[src/rtl/alu_pkg.sv]
`default_nettype none
// ============================================================================
//  Module      : alu_pkg
//  Description : Shared definitions for the 8-bit alu and its command
//                sequencer: opcode encodings, sequencer FSM states and the
//                command-entry layout held in the command FIFO.
//                ALU_SEQ_CHAIN_EN adds a chain bit to each command entry.
//  Revision    : 1.0 - initial release
// ============================================================================
package alu_pkg;

    localparam int ALU_DATA_W = 8;

    localparam logic [3:0] OP_ADD  = 4'd0;
    localparam logic [3:0] OP_SUB  = 4'd1;
    localparam logic [3:0] OP_MUL  = 4'd2;
    localparam logic [3:0] OP_AND  = 4'd3;
    localparam logic [3:0] OP_OR   = 4'd4;
    localparam logic [3:0] OP_NOT  = 4'd5;
    localparam logic [3:0] OP_XOR  = 4'd6;
    localparam logic [3:0] OP_XNOR = 4'd7;
    localparam logic [3:0] OP_SHL  = 4'd8;
    localparam logic [3:0] OP_SHR  = 4'd9;
    localparam logic [3:0] OP_LAND = 4'd10;
    localparam logic [3:0] OP_LOR  = 4'd11;
    localparam logic [3:0] OP_LNOT = 4'd12;
    localparam logic [3:0] OP_EQ   = 4'd13;
    localparam logic [3:0] OP_GT   = 4'd14;
    localparam logic [3:0] OP_LT   = 4'd15;

    typedef enum logic [1:0] {
        IDLE = 2'd0,
        EXEC = 2'd1,
        HOLD = 2'd2
    } seq_state_t;

    typedef struct packed {
        logic [3:0]            sel;
        logic [ALU_DATA_W-1:0] a;
        logic [ALU_DATA_W-1:0] b;
`ifdef ALU_SEQ_CHAIN_EN
        logic                  chain;
`endif
    } alu_cmd_t;

endpackage : alu_pkg
`default_nettype wire

[src/rtl/alu_cmd_fifo.sv]
`default_nettype none
// ============================================================================
//  Module      : alu_cmd_fifo
//  Description : Synchronous FIFO for sequencer commands. Pushes beyond full
//                and pops from empty are ignored. Read data is presented
//                from the head entry without a read-latency cycle.
//  Ports       : clk, rst       - clock, synchronous active-high reset
//                push/push_data - write an entry
//                pop/pop_data   - remove head entry / head entry contents
//                full, empty, count - occupancy status
//  Revision    : 1.0 - initial release
// ============================================================================
module alu_cmd_fifo #(
    parameter int DEPTH = 4,
    parameter int WIDTH = 21
) (
    input  logic                     clk,
    input  logic                     rst,
    input  logic                     push,
    input  logic [WIDTH-1:0]         push_data,
    input  logic                     pop,
    output logic [WIDTH-1:0]         pop_data,
    output logic                     full,
    output logic                     empty,
    output logic [$clog2(DEPTH):0]   count
);

    localparam int AW = $clog2(DEPTH);

    logic [WIDTH-1:0] r_mem [DEPTH];
    logic [AW-1:0]    r_wr_ptr;
    logic [AW-1:0]    r_rd_ptr;
    logic [AW:0]      r_count;
    logic             w_do_push;
    logic             w_do_pop;

    assign full      = (r_count == (AW+1)'(DEPTH));
    assign empty     = (r_count == '0);
    assign count     = r_count;
    assign pop_data  = r_mem[r_rd_ptr];
    assign w_do_push = push && !full;
    assign w_do_pop  = pop && !empty;

    // Storage needs no reset: occupancy is tracked by the pointers/count.
    always_ff @(posedge clk) begin
        if (w_do_push) begin
            r_mem[r_wr_ptr] <= push_data;
        end
    end

    // DEPTH is a power of two, so pointer increments wrap naturally.
    always_ff @(posedge clk) begin
        if (rst) begin
            r_wr_ptr <= '0;
            r_rd_ptr <= '0;
            r_count  <= '0;
        end else begin
            if (w_do_push) begin
                r_wr_ptr <= r_wr_ptr + AW'(1);
            end
            if (w_do_pop) begin
                r_rd_ptr <= r_rd_ptr + AW'(1);
            end
            case ({w_do_push, w_do_pop})
                2'b10:   r_count <= r_count + (AW+1)'(1);
                2'b01:   r_count <= r_count - (AW+1)'(1);
                default: r_count <= r_count;
            endcase
        end
    end

endmodule : alu_cmd_fifo
`default_nettype wire

[src/rtl/alu_cmd_sequencer.sv]
`default_nettype none
// ============================================================================
//  Module      : alu_cmd_sequencer
//  Description : Command front-end for the combinational alu. Buffers
//                {sel, a, b} commands in a FIFO, issues one at a time through
//                registered operand outputs and captures alu_y into a result
//                register with a valid/ready output.
//                Optional macro ALU_SEQ_CHAIN_EN: a command with in_chain=1
//                uses the low half of the previous result as operand a.
//  Ports       : clk, rst                      - clock, sync active-high reset
//                in_valid/in_ready/in_sel/in_a/in_b/in_chain - command input
//                alu_a/alu_b/alu_sel, alu_y    - alu operands and result
//                res_valid/res_ready/res_data/res_sel - result output
//                busy                          - work queued or in flight
//  Revision    : 1.0 - initial release
// ============================================================================
module alu_cmd_sequencer
    import alu_pkg::*;
#(
    parameter int DEPTH  = 4,
    parameter int DATA_W = ALU_DATA_W
) (
    input  logic                  clk,
    input  logic                  rst,
    input  logic                  in_valid,
    output logic                  in_ready,
    input  logic [3:0]            in_sel,
    input  logic [DATA_W-1:0]     in_a,
    input  logic [DATA_W-1:0]     in_b,
    input  logic                  in_chain,
    output logic [DATA_W-1:0]     alu_a,
    output logic [DATA_W-1:0]     alu_b,
    output logic [3:0]            alu_sel,
    input  logic [2*DATA_W-1:0]   alu_y,
    output logic                  res_valid,
    input  logic                  res_ready,
    output logic [2*DATA_W-1:0]   res_data,
    output logic [3:0]            res_sel,
    output logic                  busy
);

    localparam int ENTRY_W = $bits(alu_cmd_t);

    seq_state_t               r_state;
    alu_cmd_t                 w_push_cmd;
    alu_cmd_t                 w_pop_cmd;
    logic                     w_full;
    logic                     w_empty;
    logic [$clog2(DEPTH):0]   w_count;
    logic                     w_push;
    logic                     w_pop;
    logic [DATA_W-1:0]        w_next_a;

`ifdef ALU_SEQ_CHAIN_EN
    logic [2*DATA_W-1:0]      r_last_res;
    logic                     w_unused_last_hi;
    // Only the low half of the previous result feeds operand a.
    assign w_unused_last_hi = ^r_last_res[2*DATA_W-1:DATA_W];
`else
    logic                     w_unused_chain;
    assign w_unused_chain = in_chain;
`endif

    always_comb begin
        w_push_cmd     = '0;
        w_push_cmd.sel = in_sel;
        w_push_cmd.a   = in_a;
        w_push_cmd.b   = in_b;
`ifdef ALU_SEQ_CHAIN_EN
        w_push_cmd.chain = in_chain;
`endif
    end

    always_comb begin
        w_next_a = w_pop_cmd.a;
`ifdef ALU_SEQ_CHAIN_EN
        if (w_pop_cmd.chain) begin
            w_next_a = r_last_res[DATA_W-1:0];
        end
`endif
    end

    assign in_ready = !w_full;
    assign w_push   = in_valid && !w_full;
    // Pop from IDLE, or from HOLD on the edge the held result is taken.
    assign w_pop    = !w_empty &&
                      ((r_state == IDLE) || ((r_state == HOLD) && res_ready));
    assign busy     = (w_count != '0) || (r_state != IDLE);

    alu_cmd_fifo #(
        .DEPTH (DEPTH),
        .WIDTH (ENTRY_W)
    ) u_fifo (
        .clk       (clk),
        .rst       (rst),
        .push      (w_push),
        .push_data (w_push_cmd),
        .pop       (w_pop),
        .pop_data  (w_pop_cmd),
        .full      (w_full),
        .empty     (w_empty),
        .count     (w_count)
    );

    always_ff @(posedge clk) begin
        if (rst) begin
            r_state   <= IDLE;
            alu_a     <= '0;
            alu_b     <= '0;
            alu_sel   <= '0;
            res_valid <= 1'b0;
            res_data  <= '0;
            res_sel   <= '0;
`ifdef ALU_SEQ_CHAIN_EN
            r_last_res <= '0;
`endif
        end else begin
            case (r_state)
                IDLE: begin
                    if (w_pop) begin
                        alu_a   <= w_next_a;
                        alu_b   <= w_pop_cmd.b;
                        alu_sel <= w_pop_cmd.sel;
                        r_state <= EXEC;
                    end
                end
                EXEC: begin
                    res_data  <= alu_y;
                    res_sel   <= alu_sel;
                    res_valid <= 1'b1;
`ifdef ALU_SEQ_CHAIN_EN
                    r_last_res <= alu_y;
`endif
                    r_state   <= HOLD;
                end
                HOLD: begin
                    if (res_ready) begin
                        res_valid <= 1'b0;
                        if (w_pop) begin
                            alu_a   <= w_next_a;
                            alu_b   <= w_pop_cmd.b;
                            alu_sel <= w_pop_cmd.sel;
                            r_state <= EXEC;
                        end else begin
                            r_state <= IDLE;
                        end
                    end
                end
                default: r_state <= IDLE;
            endcase
        end
    end

endmodule : alu_cmd_sequencer
`default_nettype wire

[config.mk]
export PLATFORM = sky130hd
export DESIGN_NAME = alu_cmd_sequencer
export DESIGN_NICKNAME = d
export VERILOG_FILES = /design/src/rtl/alu_pkg.sv /design/src/rtl/alu_cmd_fifo.sv /design/src/rtl/alu_cmd_sequencer.sv
export SDC_FILE = /design/constraint.sdc
export NUM_CORES = 1
export LEC_CHECK = 0
export BUFFER_PORTS_ARGS = -buffer_cell sky130_fd_sc_hd__buf_2
export CORE_MARGIN = 2
export CORE_UTILIZATION = 39
export DETAILED_ROUTE_END_ITERATION = 16
export HOLD_SLACK_MARGIN = 0.1
export SLEW_MARGIN = 20
export SYNTH_ARGS = -nofsm -noshare
export SYNTH_HDL_FRONTEND = slang
export SYNTH_HIERARCHICAL = 1
export SYNTH_SLANG_ARGS = --single-unit
export TNS_END_PERCENT = 100
[constraint.sdc]
create_clock -name clk -period 3.6 [get_ports clk]
set_input_delay 0.18 -clock clk [delete_from_list [all_inputs] [get_ports clk]]
set_output_delay 0.18 -clock clk [all_outputs]
set_load 0.02 [all_outputs]
-- Yosys cells after proc, flatten, opt, wreduce, memory -nomap -nowiden
Memories as Yosys holds them, arrays and structs flattened. A register that Yosys moved wholly into a read port is not among the register bits.
Cells that the tools add are included.
- add/sub/neg operators: 4
- equality and inequality tests: 7
- mux-type cells: 20
- reductions and logical operators: 19
- operators by type and width (operator ; number):
    $mux 8 ; 4
    $pmux 8 s2 ; 2
    $mux 2 ; 4
    $mux 4 ; 2
    $pmux 4 s2 ; 1
    $reduce_bool 2->1 ; 4
    $pmux 2 s3 ; 1
    $pmux 3 s2 ; 1
    $reduce_and 2->1 ; 3
    $logic_and 1x1->1 ; 5
    $add 2x1->2 const B ; 2
    $eq 2x1->1 const B ; 2
    $eq 2x2->1 const B ; 2
    $mux 1 ; 4
    $add 3x1->3 const B ; 1
    $eq 3x3->1 const B ; 1
    $logic_not 3->1 ; 1
    $reduce_bool 3->1 ; 1
    $sub 3x1->3 const B ; 1
    $logic_not 1->1 ; 2
    $logic_not 2->1 ; 1
    $logic_or 1x1->1 ; 2
    $ne 2x1->1 const B ; 1
    $ne 2x2->1 const B ; 1
    $pmux 1 s2 ; 1
- register bits after elaboration: 50
- RAM bits: 80
- bits of input ports: 41
- output and inout bits: 43
- logic and storage cells: 61
- memories kept: 1
- memories (name ; depth ; width ; read ports ; clocked after Yosys merged registers in ; wr ports ; RTL line ; text):
    u_fifo.r_mem ; 4 ; 20 ; 1 ; 1 ; 1 ; alu_cmd_fifo.sv:30 ; logic [WIDTH-1:0] r_mem [DEPTH];

-- Logic depth before layout (Yosys ltp)
- word-level depth: 7
- depth in mapped cells: 11
- gate-level depth less buffers: 11

-- By module
Netlist, hierarchy kept.
- modules (own cells, without submodules) (module ; instances ; cells an instance ; area an instance (um^2) ; sequential area each (um^2)):
    alu_cmd_fifo ; 1 ; 158 ; 3362.0 ; 2582.5
    alu_cmd_sequencer ; 1 ; 192 ; 1744.2 ; 860.8

-- Worst setup path before layout
No wires, ideal clock.
- kind: reg2reg
- from: register u_fifo.r_count[0] (netlist: u_fifo/count[0])
- to: register u_fifo.r_count[2] (netlist: u_fifo/count[2])
- library setup time: 0.070 ns
- data arrival time: 2.239 ns
- data required time: 3.530 ns
- setup slack: 1.291 ns
- stages on the path, launching flop included: 12
- buffers on the path: 1
- clock period less this slack: 2.309 ns
- cell sequence: dfxtp_1 > nor3_2 > nor3_4 > buf_6 > o31ai_2 > inv_1 > ha_1 > inv_1 > fa_1 > xor2_1 > or3_1 > a21oi_1
- cells in the longest elaborated chain, start to end: 6
- elaborated cells between the ends (all ways): 14
- those cells by class: add/sub (2); eq/ne (3); mux (1); reduce/logical (8)
- RTL lines (element ; RTL line ; text):
    from (decl) ; alu_cmd_fifo.sv:33 ; logic [AW:0] r_count;
    from (signal assigned) ; alu_cmd_fifo.sv:65 ; 2'b10: r_count <= r_count + (AW+1)'(1);
    from (signal assigned) ; alu_cmd_fifo.sv:66 ; 2'b01: r_count <= r_count - (AW+1)'(1);
    from (signal assigned) ; alu_cmd_fifo.sv:67 ; default: r_count <= r_count;
    $logic_not 3->1 * ; alu_cmd_fifo.sv:38 ; assign empty = (r_count == '0);
    via w_empty ; alu_cmd_sequencer.sv:48 ; logic w_empty;
    $logic_not 1->1 * ; alu_cmd_sequencer.sv:86 ; assign w_pop = !w_empty &&
    $logic_and 1x1->1 * ; alu_cmd_sequencer.sv:86 ;
    via w_pop ; alu_cmd_sequencer.sv:51 ; logic w_pop;
    $logic_and 1x1->1 * ; alu_cmd_fifo.sv:42 ; assign w_do_pop = pop && !empty;
    via u_fifo.w_do_pop ; alu_cmd_fifo.sv:35 ; logic w_do_pop;
    $eq 2x1->1 or $eq 2x2->1 (tied branches) ; alu_cmd_fifo.sv:64 ; case ({w_do_push, w_do_pop})
    $pmux 3 s2 or $reduce_bool 2->1 (tied branches) ; -- ;
The timed path passes the listed nets; every way through them passes the cells marked *.
A chain may end at the register's enable or synchronous reset.

-- Worst setup path in the final report
- from: register u_fifo.r_count[2] (netlist: u_fifo/count[2])
- to: register u_fifo.r_count[2] (netlist: u_fifo/count[2])
- cells in the longest elaborated chain, start to end: 6
- elaborated cells between the ends (all ways): 14
- those cells by class: add/sub (2); eq/ne (3); mux (1); reduce/logical (8)
- RTL lines (element ; RTL line ; text):
    $eq 3x3->1 * ; alu_cmd_fifo.sv:37 ; assign full = (r_count == (AW+1)'(DEPTH));
    via w_full ; alu_cmd_sequencer.sv:47 ; logic w_full;
    $logic_not 1->1 * ; alu_cmd_sequencer.sv:84 ; assign w_push = in_valid && !w_full;
    $logic_and 1x1->1 * ; alu_cmd_sequencer.sv:84 ;
    via w_push ; alu_cmd_sequencer.sv:50 ; logic w_push;
    $logic_and 1x1->1 * ; alu_cmd_fifo.sv:41 ; assign w_do_push = push && !full;
    $eq 2x1->1 or $eq 2x2->1 (tied branches) ; alu_cmd_fifo.sv:64 ;
    $pmux 3 s2 or $reduce_bool 2->1 (tied branches) ; -- ;
Marks and branches as above.

==> metrics.md <==
| Metric | Value |
|---|---|
| Initial antenna violation count | 0 |
| Maximum vdd ir drop | approximately 0.4 mV |
| Register area share after synthesis | 0.674 |
| Die X | around 120 microns |
| Simple-gate portion of the synthesized area | 0.117 |
| Most common library cells after synthesis | edfxtp_1, dfxtp_1, nand2b_1 |
| Top post-synthesis cells by area | edfxtp_1, dfxtp_1, mux4_2 |
| CTS root buf | clkbuf_16 |
| Clock H-tree levels | 4 |
| Tot Pwr | 5.35 mW |
| Syn Inst Count | 350 |
| Routability cong. | 0.670 |
| Mean number of vias per cell | roughly 4.7 |
| Crit path launch type | flip-flop |
| Post-route DRC | 0 |
| Slowest cell on crit path | dfxtp_1 |
| Slew HR | 0.299 |
| Number of global-route vias before repair | approximately 3200 |
| Power Dens Cells | around 800 nW/um^2 |
| CTS tree | done |
| Core footprint | around 13000 sq um |
| PostCTS Resize Cnt | 0 |
| CTS sink count | around 130 |
| DR WL/cell | around 15 microns |
| HP Class | input port to flip-flop |
| Syn Nets | a little under 400 |
| Overflow after GRT | 0 |
| Layout cells sized above 1 | 0.287 |
| Area grow syn2layout | 30.7% |
| Final nets | ~520 |
| F_max | 426 MHz |
| Hold Path End | u_fifo/r_wr_ptr[0] |
| Tmin final | about 2.3 ns |
| Main combinational cell family by area after synthesis | multiplexers |
| Total GRT Usage | 0.147 |
| Post-route clock period utilization | 0.652 |
| Syn avg cell area | about 15 sq um |
| Top FF cell, synth | edfxtp_1 |
| Status | completed |
| Compound-cell area share of the yosys netlist | 0.0309 |
| Place WS | roughly 1.3 ns |
| Sw Pwr | between 1.5 and 2 mW |
| Worst reg2reg startpoint | u_fifo/count[2] |
| Final setup fails | 0 |
| Sequential Power Share | 0.389 |
| Num rows | a little over 40 |
| Clk_skew | between 0.009 and 0.01 ns |
| Hold Startpoint | in_valid |
| Adder-Cell Fraction of Synth Area | 0.0162 |
| FF-to-FF setup slack | around 1.3 ns |
| LEAKAGE | 2.50 nW |
| Clock Tree Buf Depth | 2 |
| Slowest Stage Delay on Critical Path | 0.43 ns |
| DR pass1 iterations | 4 |
| Register-to-Register Path Depth | 11 |
| Internal Power | around 3.8 mW |
| Most frequent cell after synthesis | edfxtp_1 |
| Comb power frac | 0.269 |
| Syn. warnings | 6 |
| Unrepaired setup endpoints after global routing | false |
| Sum Neg Setup Slack | 0 ns |
| Mux contribution to synthesized area | 0.129 |
| Fin cells | 660 |
| Vias | 3089 |
| Required time of the critical path | 3.94 ns |
| Initial Util | 0.401 |
| Asr flop ratio synth | 0 |
| Final worst slack | between 1 and 1.5 ns |
| Worst-Margin Slew | between 1 and 1.5 ns |
| Die height | roughly 120 microns |
| Crit end category | flip-flop |
| Placed inst area | around 5700 sq um |
| Largest area contributor in the netlist | edfxtp_1 |
| IO Port Bufs | slightly above 80 |
| Post-synthesis xor/xnor area fraction | 0.00515 |
| CP most frequent cell | inv_1 |
| CTS clk-pin slew, worst paths | around 0.05 ns |
| Crit path max fanout | 6 |
| Share of the synthesized area in the top cell type | 0.470 |
| Final WL | about 9600 microns |
| Global-route wire length before repair | between 15000 and 20000 microns |
| Final Hold Viols | 0 |
| Max-cap violation count | 0 |
| Die area | 14000 sq um |
| Antenna diode count | 0 |
| IO Count | between 80 and 90 |
| Total CTS buffers | 17 |
| #FFs+latches synth | 132 |
| Worst EP arrival | roughly 2.7 ns |
| Post-synth EDFFs | 80 |
| Fin area | around 6700 sq um |
| Slew Viols, Final | 0 |
| Placed Cells | between 500 and 600 |
| Clock Power Share | 0.342 |
| Detailed placer's ending HPWL | around 5600 microns |
| Synth unique cells | 29 |
| Post-Syn Area | approximately 5000 sq um |
| Later-pin clock latency in the skew report | roughly 0.4 ns |
| Starting DRT DRC Count | approximately 180 |
| Chain of cells forming the critical path | nor3b_2 > nor2b_1 > inv_1 > nor2_1 > inv_1 > ha_1 > inv_1 > fa_1 > xor2_1 > or3_1 > a21oi_1 |
| Largest net degree at the start of global routing | 73 |
| WS Path Type | flip-flop to flip-flop |
| Sw Share | 0.295 |
| Worst R2R End | u_fifo/count[2] |
| Post-DRT Antenna Nets | 0 |
| Hold path cells | 5 |
==> power groups by stage <==
stage | Combinational, mW | Clock, mW | Sequential [mW]
after global placement | 1.41 | 0 | 2.10
after floorplan | 0.903 | 0 | 2.27
after detailed placement | 1.43 | 0 | 2.11
final | 1.44 | 1.83 | 2.08
after CTS | 1.47 | 1.86 | 2.08
after global routing | 1.58 | 1.94 | 2.11
==> layout by cell type, fill, tap and decap left out, types with 2 or more instances in the layout <==
master         netlist  layout
inv_1                9       9
clkbuf_16            0      17
xor2_1               3       3
nor2b_1              2       2
dlygate4sd3_1        0      37
buf_2                7      81
a21oi_1             26      26
nand2b_1            44      44
clkinvlp_4           0       3
mux2i_1             21      21
dfxtp_1             52      52
ha_1                 5       5
nor2_1               7       7
and2_1               4       4
edfxtp_1            80      80
or3_1                3       3
bufinv_16            0       5
o21ai_0              3       3
buf_4                4       7
nor3_1               2       2
clkbuf_1             4       3
nand2_1             43      43
mux4_2              20      20
==> per-layer routing <==
metal	vias to the layer above	GRT usage	share of wire
met3	8	0.0492	0.047
met4	0	0.0610	0.012
met1	1503	0.175	0.45
li1	1497	-	-
met5	-	0	0
met2	81	0.243	0.49
==> layout make-up <==
class,instances,area [sq um]
Timing Repair Buffer,125,828
Tap cell,172,215
Multi-Input combinational cell,191,1520
Fill cell,1116,6050
Clock inverter,10,181
Clock buffer,21,450
Sequential cell,132,3440
Inverter,9,33.8
==> sequential cells by signal, indices dropped and copies added, names as in the netlist, named ones only <==
register,flops
alu_a,8
alu_b,8
alu_sel,4
r_state,2
res_data,16
res_sel,4
res_valid,1
u_fifo/count,3
u_fifo/r_mem,80
u_fifo/r_rd_ptr,2
u_fifo/r_wr_ptr,2
==> worst max path at each step <==
stage	cells after the start	from	end	slack [ns]
3_3_place_gp	11	u_fifo/count[2]	u_fifo/count[2]	1.29
4_1_cts	11	u_fifo/count[2]	u_fifo/count[2]	1.24
3_5_place_dp	11	u_fifo/count[2]	u_fifo/count[2]	1.26
6_report	11	u_fifo/count[2]	u_fifo/count[2]	1.25
5_1_grt	11	u_fifo/count[2]	u_fifo/count[2]	1.04
2_1_floorplan	11	u_fifo/count[0]	u_fifo/count[2]	1.29
==> repair_timing <==
action	in CTS	in global routing
buffers inserted	0	0
hold buffers	37	0
hold endpoints to repair	97	0
==> kinds of logic (layout without fill, tap and decap cells) <==
logic type	Yosys count	after routing
flops	132	132
simple gates	111	111
mux	41	41
compound gates	30	30
buf+inv	27	165
fa+ha+maj	6	6
xor+xnor	3	3
==> critical path: cells and delay by family (launching register included) <==
| family | cells | cell delay [ns] |
|---|---|---|
| flops | 1 | 0.43 |
| xor+xnor | 1 | 0.15 |
| simple gates | 4 | 0.79 |
| compound gates | 1 | 0.13 |
| fa+ha+maj | 2 | 0.55 |
| buf+inv | 3 | 0.22 |
==> per-stage QoR <==
stage / hold slack [ns] / util
final: 0.251 / 0.525
after CTS: 0.241 / 0.524
after global routing: 0.280 / 0.525
after floorplan: 0.279 / -
after global placement: 0.394 / 0.446
after detailed placement: 0.397 / 0.446
(Power assumes the default switching activity.)
